### src/rtl/ps2_scancode_decoder_pkg.sv
// Shared constants for the PS/2 set-2 scan code decoder: prefix bytes,
// FSM encodings and the 10-bit event word layout.
package ps2_scancode_decoder_pkg;
  localparam logic [7:0] B_E0 = 8'hE0;
  localparam logic [7:0] B_F0 = 8'hF0;
  localparam logic [7:0] B_E1 = 8'hE1;
  localparam logic [7:0] B_AA = 8'hAA;
  localparam logic [7:0] B_FA = 8'hFA;
  localparam logic [7:0] B_FE = 8'hFE;
  localparam logic [7:0] B_EE = 8'hEE;

  localparam logic [2:0] ST_IDLE  = 3'd0;
  localparam logic [2:0] ST_E0    = 3'd1;
  localparam logic [2:0] ST_F0    = 3'd2;
  localparam logic [2:0] ST_E0F0  = 3'd3;
  localparam logic [2:0] ST_PAUSE = 3'd4;

  // Bytes following E1 in the pause sequence that are swallowed.
  localparam logic [2:0] PAUSE_SKIP = 3'd7;

  localparam int EV_W        = 10;
  localparam int EV_CODE_LSB = 0;
  localparam int EV_REL_BIT  = 8;
  localparam int EV_EXT_BIT  = 9;

  typedef struct packed {
    logic       ext;
    logic       rel;
    logic [7:0] code;
  } ev_t;

  function automatic logic is_housekeeping(input logic [7:0] b);
    return (b == B_AA) || (b == B_FA) || (b == B_FE) || (b == B_EE) ||
           (b == 8'h00) || (b == 8'hFF);
  endfunction

  function automatic logic is_fake_shift(input logic [7:0] b);
    return (b == 8'h12) || (b == 8'h59);
  endfunction
endpackage

### src/rtl/ps2_scancode_decoder_if.sv
// Byte-in / event-out bundle of the scan code decoder.
interface ps2_scancode_decoder_if;
  logic       data_valid;
  logic [7:0] data_in;
  logic       ev_valid;
  logic       ev_ready;
  logic [7:0] ev_code;
  logic       ev_release;
  logic       ev_extended;
  logic       overflow;
  logic       busy;

  modport slave (
    input  data_valid, data_in, ev_ready,
    output ev_valid, ev_code, ev_release, ev_extended, overflow, busy
  );
  modport master (
    output data_valid, data_in, ev_ready,
    input  ev_valid, ev_code, ev_release, ev_extended, overflow, busy
  );
endinterface

### src/rtl/ps2_scancode_decoder_fifo.sv
// First-word-fall-through event FIFO; storage is cleared on reset so the
// head reads zero afterwards.
module ps2_event_fifo #(
  parameter int DEPTH = 4,
  parameter int W     = 10
) (
  input  logic         clk,
  input  logic         rst,
  input  logic         push,
  input  logic         pop,
  input  logic [W-1:0] wr_data,
  output logic [W-1:0] rd_data,
  output logic         full,
  output logic         empty
);
  localparam int AW = $clog2(DEPTH);

  logic [DEPTH-1:0][W-1:0] mem;
  logic [AW-1:0]           wr_ptr, rd_ptr;
  logic [AW:0]             count;
  logic                    do_push, do_pop;

  assign full    = (count == (AW+1)'(DEPTH));
  assign empty   = (count == '0);
  // A pop frees the slot in the same cycle, so a full FIFO still takes the push.
  assign do_push = push && (!full || pop);
  assign do_pop  = pop && !empty;
  assign rd_data = mem[rd_ptr];

  always_ff @(posedge clk) begin
    if (rst) begin
      mem    <= '0;
      wr_ptr <= '0;
      rd_ptr <= '0;
      count  <= '0;
    end else begin
      if (do_push) begin
        mem[wr_ptr] <= wr_data;
        wr_ptr      <= wr_ptr + 1'b1;
      end
      if (do_pop) rd_ptr <= rd_ptr + 1'b1;
      case ({do_push, do_pop})
        2'b10:   count <= count + 1'b1;
        2'b01:   count <= count - 1'b1;
        default: count <= count;
      endcase
    end
  end
endmodule

### src/rtl/ps2_scancode_decoder.sv
// Collapses raw PS/2 set-2 bytes into {ext, rel, code} key events queued
// behind a valid/ready handshake.
module ps2_scancode_decoder
  import ps2_scancode_decoder_pkg::*;
#(
  parameter int DEPTH = 4
) (
  input  logic                  clk,
  input  logic                  rst,
  ps2_scancode_decoder_if.slave bus
);
  logic       dv_q;
  logic       accept;
  logic [2:0] state, state_nxt;
  logic [2:0] skip, skip_nxt;
  logic       push, pop, full, empty;
  logic       ovf;
  ev_t        word, head;
  logic [7:0] b;

  assign b      = bus.data_in;
  assign accept = bus.data_valid && !dv_q;
  assign pop    = bus.ev_ready && !empty;

  always_comb begin
    state_nxt = state;
    skip_nxt  = skip;
    push      = 1'b0;
    word      = '0;
    if (accept) begin
      case (state)
        ST_IDLE: begin
          if (b == B_E0) state_nxt = ST_E0;
          else if (b == B_F0) state_nxt = ST_F0;
          else if (b == B_E1) begin
            state_nxt = ST_PAUSE;
            skip_nxt  = PAUSE_SKIP;
          end else if (!is_housekeeping(b)) begin
            push = 1'b1;
            word = '{ext: 1'b0, rel: 1'b0, code: b};
          end
        end
        ST_F0: begin
          push      = 1'b1;
          word      = '{ext: 1'b0, rel: 1'b1, code: b};
          state_nxt = ST_IDLE;
        end
        ST_E0: begin
          if (b == B_F0) state_nxt = ST_E0F0;
          else begin
            state_nxt = ST_IDLE;
            if (!is_fake_shift(b)) begin
              push = 1'b1;
              word = '{ext: 1'b1, rel: 1'b0, code: b};
            end
          end
        end
        ST_E0F0: begin
          state_nxt = ST_IDLE;
          if (!is_fake_shift(b)) begin
            push = 1'b1;
            word = '{ext: 1'b1, rel: 1'b1, code: b};
          end
        end
        ST_PAUSE: begin
          skip_nxt = skip - 1'b1;
          // The whole pause sequence is reported as a single E1 make.
          if (skip <= 3'd1) begin
            state_nxt = ST_IDLE;
            push      = 1'b1;
            word      = '{ext: 1'b1, rel: 1'b0, code: B_E1};
          end
        end
        default: state_nxt = ST_IDLE;
      endcase
    end
  end

  always_ff @(posedge clk) begin
    if (rst) begin
      dv_q  <= 1'b0;
      state <= ST_IDLE;
      skip  <= '0;
      ovf   <= 1'b0;
    end else begin
      dv_q  <= bus.data_valid;
      state <= state_nxt;
      skip  <= skip_nxt;
      if (push && full && !pop) ovf <= 1'b1;
    end
  end

  ps2_event_fifo #(.DEPTH(DEPTH), .W(EV_W)) u_fifo (
    .clk     (clk),
    .rst     (rst),
    .push    (push),
    .pop     (pop),
    .wr_data (word),
    .rd_data (head),
    .full    (full),
    .empty   (empty)
  );

  assign bus.ev_valid    = !empty;
  assign bus.ev_code     = head.code;
  assign bus.ev_release  = head.rel;
  assign bus.ev_extended = head.ext;
  assign bus.overflow    = ovf;
  assign bus.busy        = (state != ST_IDLE);
endmodule

### src/flat_wrapper.sv
// flat-port wrapper written by rule: the top's interface ports become plain ports
module ps2_scancode_decoder_flat import ps2_scancode_decoder_pkg::*;
#(
  parameter int DEPTH = 4
)
  (clk, rst, bus_data_valid, bus_data_in, bus_ev_ready, bus_ev_valid, bus_ev_code, bus_ev_release, bus_ev_extended, bus_overflow, bus_busy);
  ps2_scancode_decoder_if bus_i ();
  input  logic clk;
  input  logic rst;
  input wire logic [$bits(bus_i.data_valid)-1:0] bus_data_valid;
  input wire logic [$bits(bus_i.data_in)-1:0] bus_data_in;
  input wire logic [$bits(bus_i.ev_ready)-1:0] bus_ev_ready;
  output wire logic [$bits(bus_i.ev_valid)-1:0] bus_ev_valid;
  output wire logic [$bits(bus_i.ev_code)-1:0] bus_ev_code;
  output wire logic [$bits(bus_i.ev_release)-1:0] bus_ev_release;
  output wire logic [$bits(bus_i.ev_extended)-1:0] bus_ev_extended;
  output wire logic [$bits(bus_i.overflow)-1:0] bus_overflow;
  output wire logic [$bits(bus_i.busy)-1:0] bus_busy;
  assign bus_i.data_valid = bus_data_valid;
  assign bus_i.data_in = bus_data_in;
  assign bus_i.ev_ready = bus_ev_ready;
  assign bus_ev_valid = bus_i.ev_valid;
  assign bus_ev_code = bus_i.ev_code;
  assign bus_ev_release = bus_i.ev_release;
  assign bus_ev_extended = bus_i.ev_extended;
  assign bus_overflow = bus_i.overflow;
  assign bus_busy = bus_i.busy;
  ps2_scancode_decoder #(.DEPTH(DEPTH)) u_core (.clk(clk), .rst(rst), .bus(bus_i));
endmodule
### config.mk
export PLATFORM = sky130hd
export DESIGN_NAME = ps2_scancode_decoder_flat
export DESIGN_NICKNAME = d
export VERILOG_FILES = /design/src/rtl/ps2_scancode_decoder_pkg.sv /design/src/rtl/ps2_scancode_decoder_if.sv /design/src/rtl/ps2_scancode_decoder_fifo.sv /design/src/rtl/ps2_scancode_decoder.sv /design/src/flat_wrapper.sv
export SDC_FILE = /design/constraint.sdc
export NUM_CORES = 1
export LEC_CHECK = 0
export BUFFER_PORTS_ARGS = -buffer_cell sky130_fd_sc_hd__buf_2
export CORE_UTILIZATION = 54
export CTS_CLUSTER_SIZE = 20
export DETAILED_ROUTE_END_ITERATION = 10
export PLACE_DENSITY = 0.76
export SYNTH_ARGS = -nofsm -noshare
export SYNTH_HDL_FRONTEND = slang
export SYNTH_HIERARCHICAL = 1
export SYNTH_SLANG_ARGS = --single-unit
### constraint.sdc
create_clock -name clk -period 3.3 [get_ports clk]
set_input_delay 0.33 -clock clk [delete_from_list [all_inputs] [get_ports clk]]
set_output_delay 0.33 -clock clk [all_outputs]
set_load 0.05 [all_outputs]
==> results.json, run 1 <==
{
  "worst-setup-path-type": "primary input to flip-flop",
  "nNetsFinal": 351,
  "p_leak_nw": 1.40,
  "hold_buffers": 0,
  "grt_remaining_overflow": 0,
  "period_share_pct": 90.4,
  "cts_max_level": 2,
  "setup_viol": 0,
  "num_rows": 26,
  "cts_made_buffers": 5,
  "fin_skew_ns": 0.00990,
  "async_flop_share_pct": 0,
  "netlist_instances": 305,
  "wire_per_inst_um": 14.3,
  "clockBufferDepth": 2,
  "cp.required_ns": 3.53,
  "tns_ns": 0,
  "hold_viol": 0,
  "drtIter0Drc": 95,
  "nFillCells": 462,
  "final_cell_area_um2": 3320,
  "syn_area_um2": 3020,
  "cp_common_cell": "inv_1",
  "reg2reg_slack_ns": 0.43,
  "crit_family": "simple AND/OR/NAND/NOR gates",
  "post_cts_resized": 0,
  "grt_max_degree": 69,
  "syn-num-nets": 325,
  "rr_startpoint": "u_core/u_fifo/count[0]$_SDFFE_PP0P_",
  "r2r-end": "u_core/u_fifo/count[2]$_SDFFE_PP0P_",
  "drcViolationCount": 0,
  "yosys_most_used_dff": "dfxtp_1",
  "holdPathEnd": "u_core/dv_q$_SDFF_PP0_",
  "rsz0062_at_grt": "no",
  "holdCritStartpoint": "bus_data_valid",
  "dpl.hpwl_um": 4100,
  "finalMaxSlewViolations": 0,
  "crit_chain": "buf_2 -> or4_4 -> or2_4 -> a21o_1 -> a221oi_2 -> nor2_1 -> and2_1 -> inv_1 -> ha_1 -> inv_1 -> fa_1 -> xor2_1 -> or3_1 -> a21oi_1",
  "hold_class": "primary input to flip-flop",
  "vias": 2247,
  "crit_slowest_cell": "or4_4",
  "setup_ws_ns": 0.317,
  "core_region_area_um2": 5240,
  "outcome": "completed",
  "initial_core_util_pct": 57.7,
  "worstSetupStartpointType": "primary input",
  "synth_top_area_share_pct": 36.5,
  "grt_pass1_wl_um": 10000,
  "ant_nets": 0,
  "yosysTopAreaCell": "dfxtp_1",
  "clk_pin_slew_ns": 0.09,
  "yosys_warnings": 6,
  "drt_wl_total_um": 5740,
  "fin_crit_ns": 2.98,
  "dieArea_um2": 5900,
  "clock-root-buffer": "clkbuf_8",
  "worstPathArrival_ns": 3.22,
  "antenna_found_initial": 0,
  "yosys_register_bits": 55,
  "synthTopCellsByArea": "dfxtp_1 36%, mux2i_1 14%, nand2b_1 11%, mux4_2 7.5%, ha_1 2.9%",
  "cts_tree": "built",
  "crit_path_end_kind": "flip-flop",
  "postPlaceCellArea_um2": 3220,
  "relSlewSlack_pct": 39.8,
  "firstDrtPassIters": 4,
  "hold-path-cell-count": 2,
  "gp_congestion": 0.808,
  "clock_latency_ns": 0.31,
  "seq_area_frac_synth_pct": 36.5,
  "area_growth_pct": 9.98,
  "die_x_um": 76.8,
  "drv_cap": 0,
  "first_global_vias": 2206,
  "critPathMaxStageDelay_ns": 0.53,
  "port_buffers": 24,
  "drive_gt1_share_pct": 19.6,
  "r2r_cells": 11,
  "via_per_inst": 5.59,
  "worst_slew_pin_slew_ns": 0.903,
  "chipHeight_um": 76.8,
  "synth-edff-count": 0,
  "clock-sinks": 55,
  "path_max_fanout": 4,
  "cts_setup_buffers": 0,
  "grt_usage_pct": 21.3,
  "netlist-cell-type-count": 46,
  "vdd_drop_max_uv": 238,
  "ioPinCount": 25,
  "synth_area_per_cell_um2": 9.90,
  "dp_slack_ns": -0.0120,
  "insertedDiodeCount": 0,
  "critical_path_buf_inv_count": 3,
  "fmax_mhz": 335,
  "p_per_area_nw_per_um2": 394
}
==> placed cells by master (no fill, tap or decap), drive strengths merged, types with 4 or more instances in the layout <==
cell type,netlist,layout
dfxtp,55,55
nand2b,53,53
mux2i,41,41
buf,7,36
nor2,16,16
inv,12,12
o21ai,11,11
mux4,10,10
a21oi,9,9
nand2,8,8
ha,7,7
nor3,7,7
clkbuf,10,6
or3,6,6
nand3,6,6
or4b,5,5
nor3b,5,5
and3,4,4
==> registers in the layout, summed over array words and instances, names as in the netlist <==
register / cells
u_core/dv_q: 1
u_core/u_fifo/count: 3
u_core/u_fifo/rd_ptr: 2
u_core/skip: 3
u_core/bus.overflow: 1
u_core/u_fifo/wr_ptr: 2
u_core/u_fifo/mem: 40
u_core/state: 3
==> worst max-delay path by stage <==
stage	start	to	slack (ns)	depth (start not counted)
6_report	bus_data_in[0]	u_core/u_fifo/count[2]$_SDFFE_PP0P_	0.32	14
5_1_grt	bus_data_in[0]	u_core/u_fifo/count[2]$_SDFFE_PP0P_	0.12	15
2_1_floorplan	bus_data_in[0]	u_core/u_fifo/count[2]$_SDFFE_PP0P_	0.02	14
4_1_cts	bus_data_in[0]	u_core/u_fifo/count[2]$_SDFFE_PP0P_	0.31	14
3_3_place_gp	bus_data_in[0]	u_core/u_fifo/count[2]$_SDFFE_PP0P_	0.06	14
3_5_place_dp	bus_data_in[0]	u_core/u_fifo/count[2]$_SDFFE_PP0P_	-0.01	14
==> routing by layer <==
metal	share of wire, %	track usage (%)	vias up	wire length (um)
met5	0	0	-	0
met4	1.1	6.15	0	63
met3	3.1	4.40	6	179
met2	49	37.2	37	2800
met1	47	26.1	1077	2700
li1	-	-	1127	-
==> power by group <==
| group | leakage, nW | internal [mW] | switching [mW] |
|---|---|---|---|
| Combinational | 0.905 | 0.0870 | 0.127 |
| Clock | 0.0474 | 0.172 | 0.218 |
| Sequential | 0.444 | 0.681 | 0.0235 |
==> logic make-up (layout without fill, tap and decap cells) <==
kind of cell / Yosys count / in the layout / synth area share, %
multiplexers: 51 / 51 / 21.0
flip-flops: 55 / 55 / 36.5
buffers and inverters: 29 / 56 / 4.64
AND/OR/NAND/NOR: 125 / 125 / 25.4
XOR/XNOR: 3 / 3 / 0.870
AO/OA/AOI/OAI: 34 / 34 / 8.08
adder cells (fa/ha/maj): 8 / 8 / 3.56
==> area by class of cell <==
| cell class | instances | area (um^2) | area share [%] |
|---|---|---|---|
| Clock buffer | 6 | 82.6 | 2.49 |
| Clock inverter | 2 | 16.3 | 0.490 |
| Inverter | 12 | 45.0 | 1.36 |
| Timing Repair Buffer | 36 | 210 | 6.33 |
| Sequential cell | 55 | 1100 | 33.1 |
| Multi-Input combinational cell | 221 | 1780 | 53.6 |
| Tap cell | 70 | 87.6 | 2.64 |
==> synth_stat cells, drive strengths merged, types with 6 or more instances <==
master,number
or3,6
mux4,10
o21ai,11
nor2,16
nand3,6
a21oi,9
dfxtp,55
inv,12
nand2,8
nand2b,53
mux2i,41
clkbuf,10
ha,7
buf,7
nor3,7
==> stage by stage <==
step	util (%)	hold slack (ns)	total power, mW	std cells
after global placement	61.5	0.457	0.932	394
after CTS	63.4	0.254	1.32	402
after floorplan	-	0.445	0.882	305
after detailed placement	61.5	0.467	0.934	394
final	63.4	0.261	1.31	402
after global routing	63.4	0.268	1.37	402
Note: power is estimated with default switching activity, not from simulation.
==> run 2: changes to the inputs <==
--- a/config.mk
+++ b/config.mk
@@ -14,3 +14,4 @@
 export SYNTH_HDL_FRONTEND = slang
 export SYNTH_HIERARCHICAL = 1
 export SYNTH_SLANG_ARGS = --single-unit
+export TNS_END_PERCENT = 50
==> constraint.sdc (replaced) <==
create_clock -name clk -period 2.4 [get_ports clk]
set_input_delay 0.24 -clock clk [delete_from_list [all_inputs] [get_ports clk]]
set_output_delay 0.24 -clock clk [all_outputs]
set_load 0.05 [all_outputs]
==> run 2 against run 1 <==
The run now ends with setup timing left. Count of clock-buffer cells in the layout grew 1. Sequential cell count is the same. Wire length grew 10%. Non-clock buffer count grew 35. Register-to-register slack lost 0.63 ns. Setup slack lost 0.70 ns. Power grew 45%. Sequential power grew 35%. Die area is the same. Critical path type unchanged. Largest cell class unchanged. Largest power group unchanged. Highest routed layer unchanged.
==> results.json, run 2 (same netlist as run 1, synthesis figures left out) <==
{
  "p_leak_nw": 1.60,
  "clock-sinks": 55,
  "cts_max_level": 2,
  "fin_util_pct": 69.8,
  "vdd_drop_max_uv": 413,
  "cp_common_cell": "inv_2",
  "setup_viol": 2,
  "setup_ws_ns": -0.383,
  "period_share_pct": 116,
  "vias": 2378,
  "regArea_um2": 1100,
  "layout_common_cells": "55 x dfxtp_1, 53 x nand2b_1, 45 x buf_4",
  "rr_startpoint": "u_core/skip[1]$_SDFFE_PP0P_",
  "dieArea_um2": 5900,
  "grt_pass1_wl_um": 11200,
  "grt_usage_pct": 23.7,
  "relSlewSlack_pct": 39.2,
  "hold_class": "primary input to flip-flop",
  "hold-path-cell-count": 2,
  "via_per_inst": 5.44,
  "gp_congestion": 0.776,
  "worst-setup-path-type": "primary input to flip-flop",
  "insertedDiodeCount": 0,
  "hold_viol": 0,
  "drive_gt1_share_pct": 28.9,
  "p_per_area_nw_per_um2": 518,
  "chipHeight_um": 76.8,
  "largest_register_ff_count": 40,
  "first_global_vias": 2414,
  "clock_latency_ns": 0.31,
  "worstSetupStartpointType": "primary input",
  "cts_tree": "built",
  "rsz0062_at_grt": "yes",
  "hold_buffers": 0,
  "multiInputGateArea_um2": 1810,
  "nNetsFinal": 386,
  "num_rows": 26,
  "drcViolationCount": 0,
  "port_buffers": 24,
  "grt_max_degree": 69,
  "nFillCells": 426,
  "area_growth_pct": 21.0,
  "antenna_found_initial": 0,
  "drt_wl_total_um": 6330,
  "worstPathArrival_ns": 3.02,
  "outcome": "finished with violations",
  "firstDrtPassIters": 4,
  "critPathMaxStageDelay_ns": 0.53,
  "fmax_mhz": 359,
  "clk_pin_slew_ns": 0.09,
  "holdCritStartpoint": "bus_data_valid",
  "initial_core_util_pct": 57.7,
  "crit_chain": "buf_6 -> or4_4 -> or2_4 -> a21o_1 -> a221oi_2 -> nor2_1 -> and2_4 -> inv_2 -> ha_4 -> inv_2 -> fa_2 -> xor2_1 -> or3_1 -> a21oi_2",
  "wire_per_inst_um": 14.5,
  "cp.required_ns": 2.63,
  "path_max_fanout": 3,
  "crit_path_start": "bus_data_in[0]",
  "drtIter0Drc": 152,
  "ioPinCount": 25,
  "dpl.hpwl_um": 4610,
  "dp.cells": 429,
  "crit_path_end_kind": "flip-flop",
  "clockBufferDepth": 2,
  "clock-root-buffer": "clkbuf_8",
  "drv_cap": 0,
  "finalPower_mw": 1.89,
  "crit_slowest_cell": "or4_4",
  "die_x_um": 76.8,
  "layout.cells.non_filler": 437,
  "failed_checks": "setup timing",
  "ant_nets": 0,
  "grt_remaining_overflow": 0,
  "worst_slew_pin_slew_ns": 0.912,
  "fin_crit_ns": 2.78,
  "finalMaxSlewViolations": 0,
  "core_region_area_um2": 5240,
  "r2r_cells": 14,
  "regMostFlops": "u_core/u_fifo/mem",
  "cts_made_buffers": 5,
  "mostFrequentLayoutCell": "dfxtp_1",
  "fin_skew_ns": 0.00665
}
run 2: cell types whose count changed in the layout (fill, tap and decap cells not counted), sizes merged:
cell and delta:
buf +35, clkbuf +1, clkinv -1
run 2: per-stage QoR:
step / setup TNS (ns) / setup slack (ns) / hold WS [ns] / cell area (um^2)
2_1_floorplan: -1.06 / -0.599 / 0.368 / 3060
3_3_place_gp: -1.20 / -0.593 / 0.457 / 3530
5_1_grt: -0.832 / -0.490 / 0.179 / 3650
6_report: -0.601 / -0.383 / 0.179 / 3650
3_5_place_dp: -2.40 / -0.725 / 0.461 / 3530
4_1_cts: -0.582 / -0.367 / 0.165 / 3650
run 2: final cells by class:
class,instances,area share [%]
Clock buffer,7,2.64
Clock inverter,1,0.205
Inverter,12,1.23
Multi-Input combinational cell,221,49.4
Sequential cell,55,30.1
Tap cell,70,2.40
Timing Repair Buffer,71,14.0
run 2: path summary, 6_finish.rpt:
| path | endpoint | slack (ns) |
|---|---|---|
| worst max-delay path | u_core/u_fifo/count[2]$_SDFFE_PP0P_ | -0.38 |
| worst max register to register | u_core/u_fifo/count[2]$_SDFFE_PP0P_ | -0.20 |
| worst min-delay path | u_core/dv_q$_SDFF_PP0_ | 0.18 |
| worst min register to register | u_core/u_fifo/mem[18]$_SDFFE_PP0P_ | 0.48 |
run 2: critical path: cells and delay by family:
kind	cells	cell delay, ns
AO/OA/AOI/OAI	3	0.62
buffers and inverters	3	0.19
XOR/XNOR	1	0.16
AND/OR/NAND/NOR	5	1.37
adder cells (fa/ha/maj)	2	0.44
run 2: per-layer routing:
layer,up-vias,GRT usage (%),wire (um)
met3,5,3.81,156
met1,1146,29.8,2960
li1,1196,-,-
met4,0,5.19,56
met2,31,42.3,3160
met5,-,0,0
run 2: what timing repair did:
item	CTS	global route
gates resized for setup	3	0
setup buffers	0	0
endpoints found under the setup margin	2	2
run 2: report_power, final:
| group | internal, mW | switching (mW) |
|---|---|---|
| clock | 0.263 | 0.296 |
| sequential | 0.936 | 0.0157 |
| combinational | 0.170 | 0.211 |
| total | 1.37 | 0.523 |
==> run 3: changes to the inputs <==
--- a/config.mk
+++ b/config.mk
@@ -5,7 +5,9 @@
 export SDC_FILE = /design/constraint.sdc
 export NUM_CORES = 1
 export LEC_CHECK = 0
+export ABC_AREA = 0
 export BUFFER_PORTS_ARGS = -buffer_cell sky130_fd_sc_hd__buf_2
+export CORE_ASPECT_RATIO = 0.7
 export CORE_UTILIZATION = 54
 export CTS_CLUSTER_SIZE = 20
 export DETAILED_ROUTE_END_ITERATION = 10
==> run 3 against run 2 <==
The flow still finishes with violations (setup timing). Global-route usage is 0.34 points higher. Clock power decreased by 1%. Power up 0.23%. First-iteration DRC count decreased by 35%. Register-to-register slack improved by 0.02 ns. Count of clock-buffer cells in the layout down 1. Setup slack better by 0.058 ns. Sequential power up 0.4%. Sequential share of layout area decreased by 0.18 points. Wire length increased by 6.4%. Sequential cell count stayed put. Critical path depth did not move. Largest power group unchanged.
==> results.json, run 3 (same netlist as run 1, synthesis figures left out) <==
{
  "outcome": "finished with violations",
  "failed_checks": "setup timing",
  "path_max_fanout": 3,
  "cts_made_buffers": 5,
  "firstDrtPassIters": 4,
  "largest_register_ff_count": 40,
  "first_global_vias": 2334,
  "r2r_cells": 11,
  "multiInputGateArea_um2": 1810,
  "drcViolationCount": 0,
  "drive_gt1_share_pct": 29.3,
  "worstSetupStartpointType": "primary input",
  "setup_ws_ns": -0.325,
  "crit_path_end_kind": "flip-flop",
  "nFillCells": 423,
  "finalMaxSlewViolations": 0,
  "reg2reg_slack_ns": -0.18,
  "gp_congestion": 0.887,
  "setup_viol": 2,
  "finalPower_mw": 1.90,
  "die_x_um": 91.4,
  "clock_latency_ns": 0.31,
  "ioPinCount": 25,
  "grt_max_degree": 69,
  "grt_pass1_wl_um": 11100,
  "dp_slack_ns": -0.689,
  "worst_slew_pin_slew_ns": 0.876,
  "dieArea_um2": 5900,
  "grt_remaining_overflow": 0,
  "rr_startpoint": "u_core/u_fifo/count[0]$_SDFFE_PP0P_",
  "relSlewSlack_pct": 41.6,
  "fin_crit_ns": 2.73,
  "antenna_found_initial": 0,
  "via_per_inst": 5.51,
  "core_region_area_um2": 5310,
  "layout.cells.non_filler": 440,
  "holdCritStartpoint": "bus_data_valid",
  "r2r-end": "u_core/u_fifo/count[2]$_SDFFE_PP0P_",
  "grt_usage_pct": 24.0,
  "postPlaceCellArea_um2": 3550,
  "hold_buffers": 0,
  "fmax_mhz": 367,
  "cts_max_level": 2,
  "drtIter0Drc": 99,
  "fin_skew_ns": 0.0123,
  "regArea_um2": 1100,
  "dp.cells": 431,
  "initial_core_util_pct": 56.9,
  "p_leak_nw": 1.60,
  "clk_pin_slew_ns": 0.09,
  "drt_wl_total_um": 6730,
  "area_growth_pct": 21.7,
  "nNetsFinal": 387,
  "num_rows": 22,
  "worst-setup-path-type": "primary input to flip-flop",
  "dpl.hpwl_um": 5070,
  "rsz0062_at_grt": "yes",
  "wire_per_inst_um": 15.3,
  "clock-sinks": 55,
  "chipHeight_um": 64.6,
  "vias": 2424,
  "hold-path-cell-count": 2,
  "holdPathEnd": "u_core/dv_q$_SDFF_PP0_",
  "layout_common_cells": "55 x dfxtp_1, 53 x nand2b_1, 45 x buf_4",
  "insertedDiodeCount": 0,
  "p_per_area_nw_per_um2": 516,
  "port_buffers": 24,
  "ant_nets": 0,
  "hold_viol": 0,
  "clock-root-buffer": "clkbuf_8",
  "final_cell_area_um2": 3680,
  "period_share_pct": 114,
  "hold_class": "primary input to flip-flop",
  "regMostFlops": "u_core/u_fifo/mem",
  "mostFrequentLayoutCell": "dfxtp_1",
  "cp.required_ns": 2.63,
  "worstPathArrival_ns": 2.96,
  "fin_util_pct": 69.2,
  "drv_cap": 0,
  "vdd_drop_max_uv": 411,
  "cts_tree": "built",
  "clockBufferDepth": 2
}
[run 3: cell types whose count changed in the layout (fill, tap and decap cells not counted), sizes merged]
cell | previous run | this run
buf | 71 | 72
clkbuf | 7 | 6
clkinv | 0 | 1
[run 3: layout make-up]
class	instances	area share, %
repair buffers	72	14.4
clock inverters	2	0.442
inverters	12	1.22
multi-input cells	221	49.3
flip-flops and latches	55	29.9
clock buffers	6	2.25
well taps	72	2.45
[run 3: per-stage QoR]
| stage | setup TNS [ns] | hold slack [ns] |
|---|---|---|
| after floorplan | -1.06 | 0.368 |
| after global placement | -1.30 | 0.456 |
| after detailed placement | -2.58 | 0.466 |
| after CTS | -0.573 | 0.176 |
| after global routing | -0.744 | 0.195 |
| final | -0.526 | 0.174 |
[run 3: worst max path at each step]
stage	start	endpoint	slack [ns]	cells after the start
floorplan	bus_data_in[0]	u_core/u_fifo/count[2]$_SDFFE_PP0P_	-0.60	14
global placement	bus_data_in[0]	u_core/u_fifo/count[2]$_SDFFE_PP0P_	-0.63	14
detailed placement	bus_data_in[0]	u_core/u_fifo/count[2]$_SDFFE_PP0P_	-0.69	14
CTS	bus_data_in[0]	u_core/u_fifo/count[2]$_SDFFE_PP0P_	-0.35	14
global route	bus_data_in[0]	u_core/u_fifo/count[2]$_SDFFE_PP0P_	-0.45	14
finish	bus_data_in[0]	u_core/u_fifo/count[2]$_SDFFE_PP0P_	-0.33	14
[run 3: critical path, stage by stage]
cell and delay (ns):
buf_6 0.09, or4_4 0.52, or2_4 0.26, a21o_1 0.17, a221oi_2 0.30, nor2_1 0.10
and2_4 0.15, inv_2 0.06, ha_4 0.12, inv_2 0.03, fa_2 0.33, xor2_1 0.15
or3_1 0.30, a21oi_1 0.12
[run 3: routing by layer]
layer  track usage [%]  wire length (um)  share of wire [%]
met1              32.4              3260                 48
met3              4.81               300                4.5
met4              4.76                36               0.54
met2              40.4              3140                 47
met5                 0                 0                  0
[run 3: repair_timing]
| action | 4_1_cts | 5_1_grt |
|---|---|---|
| gates resized for setup | 3 | 2 |
| pin swaps | 1 | 1 |
| setup endpoints to repair | 2 | 3 |
| buffers inserted | 1 | 0 |
[run 3: power breakdown]
group	switching, mW	internal [mW]
logic	0.211	0.177
clock network	0.315	0.236
registers	0.0200	0.936
